--- src/rtl/cpu_pkg.sv ---
// Shared definitions for the CPU core and its memory port arbiter.
// Holds the cpustate encodings, the arbiter FSM state codes and the legal
// read-latency range of the program/data RAM.
package cpu_pkg;

    // Front-panel / CPU operating mode
    localparam logic [1:0] ST_STOP  = 2'b00;
    localparam logic [1:0] ST_IN    = 2'b01;
    localparam logic [1:0] ST_CHECK = 2'b10;
    localparam logic [1:0] ST_RUN   = 2'b11;

    // Memory port arbiter FSM states
    localparam logic [2:0] S_IDLE    = 3'd0;
    localparam logic [2:0] S_ISSUE   = 3'd1;
    localparam logic [2:0] S_WAIT_RD = 3'd2;
    localparam logic [2:0] S_DONE    = 3'd3;
    localparam logic [2:0] S_PNL_REL = 3'd4;

    // Legal RAM read latency; the inline wait counter is 2 bits wide
    localparam int RD_LAT_MIN = 1;
    localparam int RD_LAT_MAX = 3;

endpackage

--- src/rtl/mem_port_arbiter.sv ---
// Single-port RAM owner shared by the CPU datapath and the front-panel loader.
// Latency: write 2 cycles request->done/ack, read 2+RD_LAT cycles.
// Backpressure: CPU is held by combinational cpu_stall until cpu_done; panel
//   gets one access per pnl_req assertion and must drop pnl_req to re-arm.
// Ports: clk/rst (async active-low), cpustate selects the owner, cpu_* is the
//   CPU requester, pnl_* the panel requester, mem_* the RAM side, err sticky.
module mem_port_arbiter
    import cpu_pkg::*;
#(
    parameter int AW     = 8,
    parameter int DW     = 8,
    parameter int RD_LAT = 1
) (
    input  logic          clk,
    input  logic          rst,
    input  logic [1:0]    cpustate,
    input  logic          cpu_read,
    input  logic          cpu_write,
    input  logic [AW-1:0] cpu_addr,
    input  logic [DW-1:0] cpu_wdata,
    output logic [DW-1:0] cpu_rdata,
    output logic          cpu_stall,
    output logic          cpu_done,
    input  logic          pnl_req,
    input  logic          pnl_we,
    input  logic [AW-1:0] pnl_addr,
    input  logic [DW-1:0] pnl_wdata,
    output logic [DW-1:0] pnl_rdata,
    output logic          pnl_ack,
    output logic [AW-1:0] mem_addr,
    output logic [DW-1:0] mem_wdata,
    output logic          mem_we,
    output logic          mem_re,
    input  logic [DW-1:0] mem_rdata,
    output logic          err
);

    if ((RD_LAT < RD_LAT_MIN) || (RD_LAT > RD_LAT_MAX)) begin : g_rd_lat_range
        $error("mem_port_arbiter: RD_LAT must be 1..3");
    end

    localparam logic [1:0] LAST_WAIT = 2'(RD_LAT - 1);

    logic [2:0] state;
    logic [1:0] lat_cnt;
    logic       own_pnl;   // current access belongs to the panel
    logic       is_rd;     // current access is a real RAM read

    logic       cpu_mode;
    logic       pnl_mode;
    logic       pnl_bad;   // panel direction does not match IN/CHECK mode

    always_comb begin
        cpu_mode = 1'b0;
        pnl_mode = 1'b0;
        pnl_bad  = 1'b0;
        case (cpustate)
            ST_STOP:  ;
            ST_IN:    begin pnl_mode = 1'b1; pnl_bad = ~pnl_we; end
            ST_CHECK: begin pnl_mode = 1'b1; pnl_bad = pnl_we;  end
            ST_RUN:   cpu_mode = 1'b1;
            default:  ;
        endcase
    end

    // Stall covers the cycles a request waits in IDLE as well as the access
    assign cpu_stall = (cpu_read | cpu_write) & ~cpu_done;

    always_ff @(posedge clk or negedge rst) begin
        if (!rst) begin
            state     <= S_IDLE;
            lat_cnt   <= 2'd0;
            own_pnl   <= 1'b0;
            is_rd     <= 1'b0;
            mem_addr  <= '0;
            mem_wdata <= '0;
            mem_we    <= 1'b0;
            mem_re    <= 1'b0;
            cpu_rdata <= '0;
            pnl_rdata <= '0;
            cpu_done  <= 1'b0;
            pnl_ack   <= 1'b0;
            err       <= 1'b0;
        end else begin
            mem_we   <= 1'b0;
            mem_re   <= 1'b0;
            cpu_done <= 1'b0;
            pnl_ack  <= 1'b0;
            case (state)
                S_IDLE: begin
                    if (cpu_mode && (cpu_read || cpu_write)) begin
                        // Read+write together resolves to a write, flagged as an error
                        mem_addr  <= cpu_addr;
                        mem_wdata <= cpu_wdata;
                        own_pnl   <= 1'b0;
                        is_rd     <= ~cpu_write;
                        mem_we    <= cpu_write;
                        mem_re    <= ~cpu_write;
                        if (cpu_read && cpu_write) err <= 1'b1;
                        state     <= S_ISSUE;
                    end else if (pnl_mode && pnl_req) begin
                        // A refused panel access still runs the FSM so it gets an ack
                        mem_addr  <= pnl_addr;
                        mem_wdata <= pnl_wdata;
                        own_pnl   <= 1'b1;
                        is_rd     <= ~pnl_we & ~pnl_bad;
                        mem_we    <= pnl_we & ~pnl_bad;
                        mem_re    <= ~pnl_we & ~pnl_bad;
                        if (pnl_bad) err <= 1'b1;
                        state     <= S_ISSUE;
                    end
                end
                S_ISSUE: begin
                    if (is_rd) begin
                        lat_cnt <= 2'd0;
                        state   <= S_WAIT_RD;
                    end else begin
                        cpu_done <= ~own_pnl;
                        pnl_ack  <= own_pnl;
                        state    <= S_DONE;
                    end
                end
                S_WAIT_RD: begin
                    // Last wait cycle is the RD_LAT-th cycle after mem_re
                    if (lat_cnt == LAST_WAIT) begin
                        if (own_pnl) pnl_rdata <= mem_rdata;
                        else         cpu_rdata <= mem_rdata;
                        cpu_done <= ~own_pnl;
                        pnl_ack  <= own_pnl;
                        state    <= S_DONE;
                    end else begin
                        lat_cnt <= lat_cnt + 2'd1;
                    end
                end
                S_DONE: begin
                    state <= own_pnl ? S_PNL_REL : S_IDLE;
                end
                S_PNL_REL: begin
                    if (!pnl_req) state <= S_IDLE;
                end
                default: state <= S_IDLE;
            endcase
        end
    end

endmodule

--- config.mk ---
export PLATFORM = sky130hd
export DESIGN_NAME = mem_port_arbiter
export DESIGN_NICKNAME = d
export VERILOG_FILES = /design/src/rtl/cpu_pkg.sv /design/src/rtl/mem_port_arbiter.sv
export SDC_FILE = /design/constraint.sdc
export NUM_CORES = 1
export LEC_CHECK = 0
export BUFFER_PORTS_ARGS = -buffer_cell sky130_fd_sc_hd__buf_2
export CORE_UTILIZATION = 40
export DETAILED_ROUTE_END_ITERATION = 10
export GPL_ROUTABILITY_DRIVEN = 0
export HOLD_SLACK_MARGIN = 0.15
export PLACE_DENSITY = 0.79
export RECOVER_POWER = 100
export SETUP_SLACK_MARGIN = 0.15
export SYNTH_ARGS = -nofsm -noshare
export SYNTH_HDL_FRONTEND = slang
export SYNTH_SLANG_ARGS = --single-unit
--- constraint.sdc ---
create_clock -name clk -period 1.6 [get_ports clk]
set_input_delay 0.16 -clock clk [delete_from_list [all_inputs] [get_ports clk]]
set_output_delay 0.16 -clock clk [all_outputs]
set_load 0.01 [all_outputs]
==> impl_metrics.json, run 1 <==
{
  "comb_power_share_pct": 48.0,
  "final_util_pct": 59.55,
  "grt_pass1_vias": 1643,
  "drv_slew": 0,
  "synthesis.area_um2": 2135,
  "postRouteAntennaNets": 0,
  "ios": 86,
  "portBuffers": 85,
  "overflow": 0,
  "slew_headroom_pct": 47.58,
  "diodes": 0,
  "fmax_mhz": 614.3,
  "setup_violations": 16,
  "clockBufferDepth": 2,
  "cp_max_fo": 11,
  "fin_ws_ns": -0.02782,
  "vdd_ir_drop_max_uv": 784.4,
  "cts-root-buf": "clkbuf_8",
  "grt.total_usage_pct": 17.86,
  "nFillCells": 436,
  "row_count": 26,
  "grt_max_degree": 23,
  "leakage_nw": 1.399,
  "finalNetCount": 325,
  "numCtsBuffers": 5,
  "violations": "negative setup slack",
  "powerDensity_nw_per_um2": 1692,
  "outcome": "finished, violations left",
  "period_share_pct": 101.7,
  "place_hpwl_um": 3368,
  "worstPathRequired_ns": 1.78,
  "p_seq_share_pct": 37.7,
  "synth_cells": 156,
  "min_period_ns": 1.628,
  "synth_area_leaders": "dfrtp_1, mux2_2, mux2_4",
  "die_area_um2": 5633,
  "core_um2": 5107,
  "synth_nets": 208,
  "sw_frac_of_total_pct": 34.01,
  "vias_per_cell": 4.828,
  "ys_seq_elements": 44,
  "cp-start-kind": "register",
  "cts_num_sinks": 44,
  "layout-drive-gt1-share_pct": 51.09,
  "synthFlopType": "dfrtp_1",
  "antenna_found_initial": 0,
  "synth_area_leader_cell": "dfrtp_1",
  "switchingPower_w": 0.001750,
  "die_h_um": 75.05,
  "preCtsSetupSlack_ns": -0.05336,
  "start_util_pct": 41.79,
  "hp-class": "in2reg",
  "drt-initial-drc-count": 20,
  "cp-end-kind": "register",
  "die_w_um": 75.05,
  "wirelength_um": 4884,
  "synth_top_area_share_pct": 51.58,
  "ys_types": 38,
  "holdWs_ns": 0.1920,
  "worst_pin_slew_ns": 0.7863,
  "yosys_warnings": 0,
  "drv_cap": 0,
  "route.detailed.drc": 0,
  "wl_per_cell_um": 14.20,
  "clkLatencyLatePin_ns": 0.30,
  "grt_pass1_wl_um": 7362,
  "first_pass_iters": 4,
  "via_count": 1661,
  "worstPathArrival_ns": 1.81,
  "fin_skew_ns": 0.009390,
  "synthArstFlopShare_pct": 100.0,
  "p_int_w": 0.003396,
  "synth.yosys.seq_area_share_pct": 51.58,
  "synth_edf_count": 0,
  "path_clk_slew_ns": 0.09,
  "avgSynthCellArea_um2": 13.68,
  "grt_setup_unrepaired": "yes",
  "cts_tree": "yes",
  "h-tree-depth": 2,
  "finalHoldViolations": 0,
  "area_growth_pct": 42.50,
  "clkPwrFrac_pct": 14.2,
  "path_class": "reg2reg"
}
[stage by stage]
stage | power, W | TNS [ns] | cell area [um^2] | instances
global route | 0.005477 | -0.5989 | 3042 | 344
floorplan | 0.003525 | -0.9325 | 2200 | 156
CTS | 0.005211 | -0.2569 | 3054 | 341
global placement | 0.004301 | -0.01634 | 2820 | 321
finish | 0.005146 | -0.2594 | 3042 | 344
detailed placement | 0.004375 | -0.6200 | 2820 | 321
[worst max-delay path, stage by stage (launching register included)]
cell	delay, ns
dfrtp_1	0.40
or3_4	0.40
o21ba_4	0.26
buf_12	0.15
mux2_4	0.30
[final cells by class]
cell class                 instances  area (um^2)  area share (%)
tap                               70        87.58           2.879
inverter                           5        18.77          0.6170
timing repair buffer             117        693.2           22.79
clock inverter                     2        13.76          0.4525
clock buffer                       6        82.58           2.715
sequential                        44         1101           36.20
multi-input combinational        100         1045           34.35
[logic make-up after synthesis]
logic type / Yosys count / share of synthesized area [%]
multiplexers: 49 / 27.55
buffers and inverters: 12 / 4.162
XOR/XNOR: 1 / 0.4104
flip-flops: 44 / 51.58
AND/OR/NAND/NOR: 27 / 7.152
AO/OA/AOI/OAI: 19 / 6.801
adder cells (fa/ha/maj): 4 / 2.345
[power by group through the flow]
stage	registers, W	logic [W]	clock network [W]
after floorplan	0.00213	0.00140	0
after global placement	0.00192	0.00238	0
after detailed placement	0.00193	0.00244	0
after CTS	0.00192	0.00254	0.000752
after global routing	0.00200	0.00267	0.000800
final	0.00194	0.00247	0.000733
[final timing paths]
kind	startpoint	end	slack, ns	cells past startpoint
worst min register to register	err	err	0.47	1
min in group asynchronous	rst	cpu_rdata[0]	0.45	2
max in group asynchronous	rst	lat_cnt[0]	0.30	3
worst max-delay path	state[1]	mem_addr[0]	-0.03	4
worst min-delay path	pnl_we	mem_we	0.19	3
worst max register to register	state[1]	mem_addr[0]	-0.03	4
[cell usage after synthesis (2+ instances only)]
cell type,instances
ha_1,4
dfrtp_1,44
nor3_1,2
buf_2,3
nand3_1,2
inv_1,5
nor2_1,8
nand2_1,5
mux2_4,10
nand3b_1,2
o21ai_0,3
a21oi_1,4
buf_12,2
mux2_2,38
[routing by layer]
metal | routed length [um] | track usage [%] | part of all wire, % | vias up
met5 | 0 | 0 | 0 | -
met4 | 80 | 6.289 | 1.6 | 0
met3 | 254 | 5.355 | 5.2 | 10
met2 | 2525 | 32.33 | 52 | 68
met1 | 2023 | 19.86 | 41 | 791
li1 | - | - | - | 792
[registers in the layout, indices dropped and copies added (netlist names)]
| signal | cells |
|---|---|
| cpu_done | 1 |
| cpu_rdata | 8 |
| err | 1 |
| is_rd | 1 |
| lat_cnt | 2 |
| mem_addr | 8 |
| mem_re | 1 |
| mem_wdata | 8 |
| mem_we | 1 |
| own_pnl | 1 |
| pnl_ack | 1 |
| pnl_rdata | 8 |
| state | 3 |
[what timing repair did]
action | in CTS | in global routing
hold endpoints to repair | 61 | 0
gates resized for setup | 8 | 11
hold buffers | 10 | 0
pin swaps | 4 | 2
setup buffers | 2 | 3
setup endpoints to repair | 34 | 37
[placed cells by master (no fill, tap or decap), types with 2 or more instances in the layout]
| cell type | count |
|---|---|
| clkbuf_8 | 6 |
| o21ai_0 | 2 |
| clkbuf_4 | 2 |
| nand2_1 | 5 |
| buf_12 | 4 |
| nor2_1 | 7 |
| ha_1 | 3 |
| inv_1 | 3 |
| mux2_2 | 24 |
| inv_2 | 2 |
| buf_6 | 3 |
| buf_4 | 10 |
| nor3_1 | 2 |
| a21oi_1 | 3 |
| dlygate4sd3_1 | 10 |
| dfrtp_1 | 44 |
| nand3b_1 | 2 |
| clkbuf_1 | 41 |
| buf_2 | 46 |
| mux2_4 | 24 |
Note: power is estimated with default switching activity, not from simulation.
==> run 2: changes to the inputs <==
--- a/config.mk
+++ b/config.mk
@@ -6,6 +6,7 @@
 export NUM_CORES = 1
 export LEC_CHECK = 0
 export BUFFER_PORTS_ARGS = -buffer_cell sky130_fd_sc_hd__buf_2
+export CORE_ASPECT_RATIO = 0.7
 export CORE_UTILIZATION = 40
 export DETAILED_ROUTE_END_ITERATION = 10
 export GPL_ROUTABILITY_DRIVEN = 0
==> impl_metrics.json, run 2 (synthesis gave the netlist of run 1 again) <==
{
  "outcome": "finished, violations left",
  "violations": "negative setup slack",
  "fin_skew_ns": 0.008175,
  "drv_slew": 0,
  "numCtsBuffers": 5,
  "wirelength_um": 4781,
  "p_int_w": 0.003218,
  "fmax_mhz": 612.9,
  "worstPathArrival_ns": 1.80,
  "path_class": "reg2reg",
  "path_clk_slew_ns": 0.08,
  "ios": 86,
  "die_h_um": 63.12,
  "finalHoldViolations": 0,
  "finalNetCount": 318,
  "diodes": 0,
  "cp-start-kind": "register",
  "drv_cap": 0,
  "first_pass_iters": 4,
  "postRouteAntennaNets": 0,
  "cp_max_fo": 15,
  "min_period_ns": 1.631,
  "worst_pin_slew_ns": 1.151,
  "fin_ws_ns": -0.03149,
  "drt-initial-drc-count": 56,
  "start_util_pct": 43.21,
  "route.detailed.drc": 0,
  "core_um2": 4940,
  "grt_pass1_vias": 1659,
  "place_hpwl_um": 3511,
  "overflow": 0,
  "leakage_nw": 1.351,
  "clkPwrFrac_pct": 14.4,
  "cts-root-buf": "clkbuf_8",
  "die_area_um2": 5637,
  "final_common_cell": "buf_2",
  "slew_headroom_pct": 23.25,
  "setup_violations": 15,
  "row_count": 21,
  "clockBufferDepth": 2,
  "worstPathRequired_ns": 1.77,
  "grt_max_degree": 24,
  "vias_per_cell": 4.839,
  "antenna_found_initial": 0,
  "wl_per_cell_um": 14.23,
  "die_w_um": 89.31,
  "area_growth_pct": 37.81,
  "clkLatencyLatePin_ns": 0.29,
  "powerDensity_nw_per_um2": 1679,
  "p_seq_share_pct": 39.2,
  "dp_cells": 317,
  "comb_power_share_pct": 46.4,
  "grt.total_usage_pct": 18.75,
  "switchingPower_w": 0.001722,
  "grt_pass1_wl_um": 7941,
  "holdWs_ns": 0.1786,
  "vdd_ir_drop_max_uv": 849.4,
  "cts_tree": "yes",
  "via_count": 1626,
  "cts_num_sinks": 44,
  "portBuffers": 85,
  "h-tree-depth": 2,
  "final_cell_mix": "buf_2, dfrtp_1, clkbuf_1",
  "instances_no_fill": 336,
  "tns_ns": -0.3581,
  "grt_setup_unrepaired": "yes",
  "sw_frac_of_total_pct": 34.86,
  "period_share_pct": 102.0,
  "cp-end-kind": "register",
  "final_util_pct": 59.55,
  "layout-drive-gt1-share_pct": 44.19,
  "total_power_w": 0.004940,
  "hp-class": "in2reg"
}
[run 2: cell count changes in the layout (fill, tap and decap cells not counted), moves of 2 or more]
cell      change
buf_12        -2
buf_4         -3
clkbuf_4      -2
inv_1         +2
inv_2         -2
mux2_1       +10
mux2_2        -8
mux2_4        -2
[run 2: power by group through the flow]
stage          sequential, W  combinational, W  clock, W
2_1_floorplan        0.00213           0.00140         0
3_3_place_gp         0.00192           0.00237         0
3_5_place_dp         0.00193           0.00246         0
4_1_cts              0.00193           0.00264  0.000738
5_1_grt              0.00200           0.00250  0.000799
6_report             0.00194           0.00229  0.000711
[run 2: layer usage]
layer | GRT usage [%] | wire, um | up-vias
met5 | 0 | 0 | -
met3 | 4.718 | 248 | 2
li1 | - | - | 774
met1 | 23.98 | 2144 | 795
met4 | 2.976 | 8 | 0
met2 | 32.44 | 2379 | 55
[run 2: final cells by class]
cell class	count	area (um^2)
fillers	455	1998
flip-flops and latches	44	1101
multi-input cells	100	1018
repair buffers	110	623.1
clock buffers	7	86.33
well taps	69	86.33
inverters	5	18.77
clock inverters	1	7.507
[run 2: worst paths after layout]
kind | from | to | slack (ns) | cells after the start
max in group asynchronous | rst | pnl_rdata[0] | 0.19 | 3
min in group asynchronous | rst | mem_wdata[1] | 0.62 | 2
setup / recovery | state[1] | mem_addr[4] | -0.03 | 4
setup reg to reg | state[1] | mem_addr[4] | -0.03 | 4
hold reg to reg | err | err | 0.46 | 1
hold / removal | pnl_we | mem_we | 0.18 | 3
[run 2: repair_timing]
action	CTS	global route
gates resized for setup	17	5
buffers inserted	1	0
hold buffers	10	0
setup endpoints to repair	33	35
endpoints found under the hold margin	38	0
pin swaps	2	2
[run 2: critical path, cell delays in order, from the launching register on]
cell,delay (ns)
dfrtp_1,0.40
or3_4,0.39
o21ba_4,0.25
buf_12,0.16
mux2_4,0.31
[run 2: through the flow]
| step | area (um^2) | worst slack (ns) |
|---|---|---|
| 6_report | 2942 | -0.03149 |
| 3_3_place_gp | 2784 | 0.0009173 |
| 3_5_place_dp | 2784 | -0.06676 |
| 5_1_grt | 2942 | -0.06605 |
| 4_1_cts | 3044 | -0.02665 |
| 2_1_floorplan | 2200 | -0.06346 |
==> run 3: changes to the inputs <==
--- a/config.mk
+++ b/config.mk
@@ -14,6 +14,7 @@
 export PLACE_DENSITY = 0.79
 export RECOVER_POWER = 100
 export SETUP_SLACK_MARGIN = 0.15
+export SKIP_CTS_REPAIR_TIMING = 1
 export SYNTH_ARGS = -nofsm -noshare
 export SYNTH_HDL_FRONTEND = slang
 export SYNTH_SLANG_ARGS = --single-unit
==> impl_metrics.json, run 3 (synthesis gave the netlist of run 1 again) <==
{
  "grt.total_usage_pct": 17.49,
  "hp-class": "in2reg",
  "path_class": "reg2reg",
  "grt_max_degree": 24,
  "period_share_pct": 102.5,
  "cp-start-kind": "register",
  "drt-initial-drc-count": 43,
  "via_count": 1614,
  "min_period_ns": 1.640,
  "diodes": 0,
  "final_area_um2": 2917,
  "grt_pass1_wl_um": 7410,
  "clkLatencyLatePin_ns": 0.28,
  "clkPwrFrac_pct": 14.3,
  "place_hpwl_um": 3511,
  "clockBufferDepth": 2,
  "final_util_pct": 59.04,
  "core_um2": 4940,
  "antenna_found_initial": 0,
  "drv_slew": 0,
  "portBuffers": 85,
  "overflow": 0,
  "area_growth_pct": 36.64,
  "cts_tree": "yes",
  "worstHoldStart": "pnl_we",
  "hold_depth": 3,
  "h-tree-depth": 2,
  "comb_power_share_pct": 46.3,
  "fin_ws_ns": -0.04049,
  "powerDensity_nw_per_um2": 1688,
  "die_w_um": 89.31,
  "setup_violations": 15,
  "slew_headroom_pct": 23.32,
  "sw_frac_of_total_pct": 34.24,
  "row_count": 21,
  "outcome": "finished, violations left",
  "ios": 86,
  "wirelength_um": 4703,
  "worst_pin_slew_ns": 1.150,
  "cp-end-kind": "register",
  "cp_max_fo": 15,
  "switchingPower_w": 0.001686,
  "p_int_w": 0.003238,
  "finalHoldViolations": 0,
  "reg2reg_slack_ns": -0.04,
  "fmax_mhz": 609.6,
  "worstPathRequired_ns": 1.77,
  "r2r_start": "state[1]",
  "start_util_pct": 43.21,
  "grt_pass1_vias": 1570,
  "vias_per_cell": 4.818,
  "worstPathArrival_ns": 1.81,
  "r2r-end": "mem_addr[4]",
  "layout-drive-gt1-share_pct": 46.99,
  "preCtsSetupSlack_ns": -0.06676,
  "postRouteAntennaNets": 0,
  "cts-root-buf": "clkbuf_8",
  "numCtsBuffers": 5,
  "path_clk_slew_ns": 0.08,
  "hold_end": "mem_we",
  "rr_worst_depth": 4,
  "leakage_nw": 1.336,
  "wl_per_cell_um": 14.04,
  "vdd_ir_drop_max_uv": 867.8,
  "cts_num_sinks": 44,
  "final_cell_mix": "buf_2, dfrtp_1, clkbuf_1",
  "place_area_um2": 2784,
  "die_h_um": 63.12,
  "route.detailed.drc": 0,
  "finalNetCount": 317,
  "first_pass_iters": 6,
  "grt_setup_unrepaired": "yes",
  "final_common_cell": "buf_2",
  "violations": "negative setup slack",
  "drv_cap": 0,
  "die_area_um2": 5637,
  "p_seq_share_pct": 39.4,
  "fin_skew_ns": 0.005683
}
[run 3: area by class of cell]
| type | instances | area [um^2] |
|---|---|---|
| timing repair buffer | 109 | 604.3 |
| sequential | 44 | 1101 |
| fill | 451 | 2023 |
| multi-input combinational | 100 | 1012 |
| clock inverter | 1 | 7.507 |
| inverter | 5 | 18.77 |
| clock buffer | 7 | 86.33 |
| tap | 69 | 86.33 |
[run 3: metal layers]
layer  global-route usage, %  vias up  part of all wire (%)
met1                   22.45      783                    45
met4                   2.976        0                  0.17
li1                        -      772                     -
met3                   4.718        2                   5.3
met2                   29.87       57                    49
met5                       0        -                     0
[run 3: stage by stage]
stage | instances | total power [W] | setup TNS (ns) | hold WS (ns)
6_report | 335 | 0.004923 | -0.5024 | 0.1787
5_1_grt | 335 | 0.005282 | -0.8899 | 0.1998
4_1_cts | 325 | 0.005120 | -1.025 | -0.1613
3_5_place_dp | 317 | 0.004392 | -0.8393 | 0.1554
3_3_place_gp | 317 | 0.004293 | 0 | 0.1494
2_1_floorplan | 156 | 0.003525 | -0.9325 | -0.1356
[run 3: critical path: stages (launching register included)]
cell and delay (ns):
dfrtp_1 0.40, or3_4 0.40, o21ba_4 0.25, buf_12 0.16
mux2_4 0.31
[run 3: worst max path at each step]
| stage | start | end | slack [ns] | cells past startpoint |
|---|---|---|---|---|
| global placement | state[1] | mem_addr[1] | 0.0009 | 4 |
| floorplan | state[0] | mem_addr[0] | -0.06 | 5 |
| finish | state[1] | mem_addr[4] | -0.04 | 4 |
| global route | state[1] | mem_addr[4] | -0.07 | 4 |
| CTS | lat_cnt[0] | pnl_rdata[2] | -0.07 | 4 |
| detailed placement | lat_cnt[0] | pnl_rdata[2] | -0.07 | 4 |
[run 3: power by group through the flow]
stage / Sequential [W] / Combinational [W] / Clock [W]
after detailed placement: 0.00193 / 0.00246 / 0
after global placement: 0.00192 / 0.00237 / 0
after CTS: 0.00193 / 0.00245 / 0.000738
after floorplan: 0.00213 / 0.00140 / 0
final: 0.00194 / 0.00228 / 0.000704
after global routing: 0.00201 / 0.00248 / 0.000795
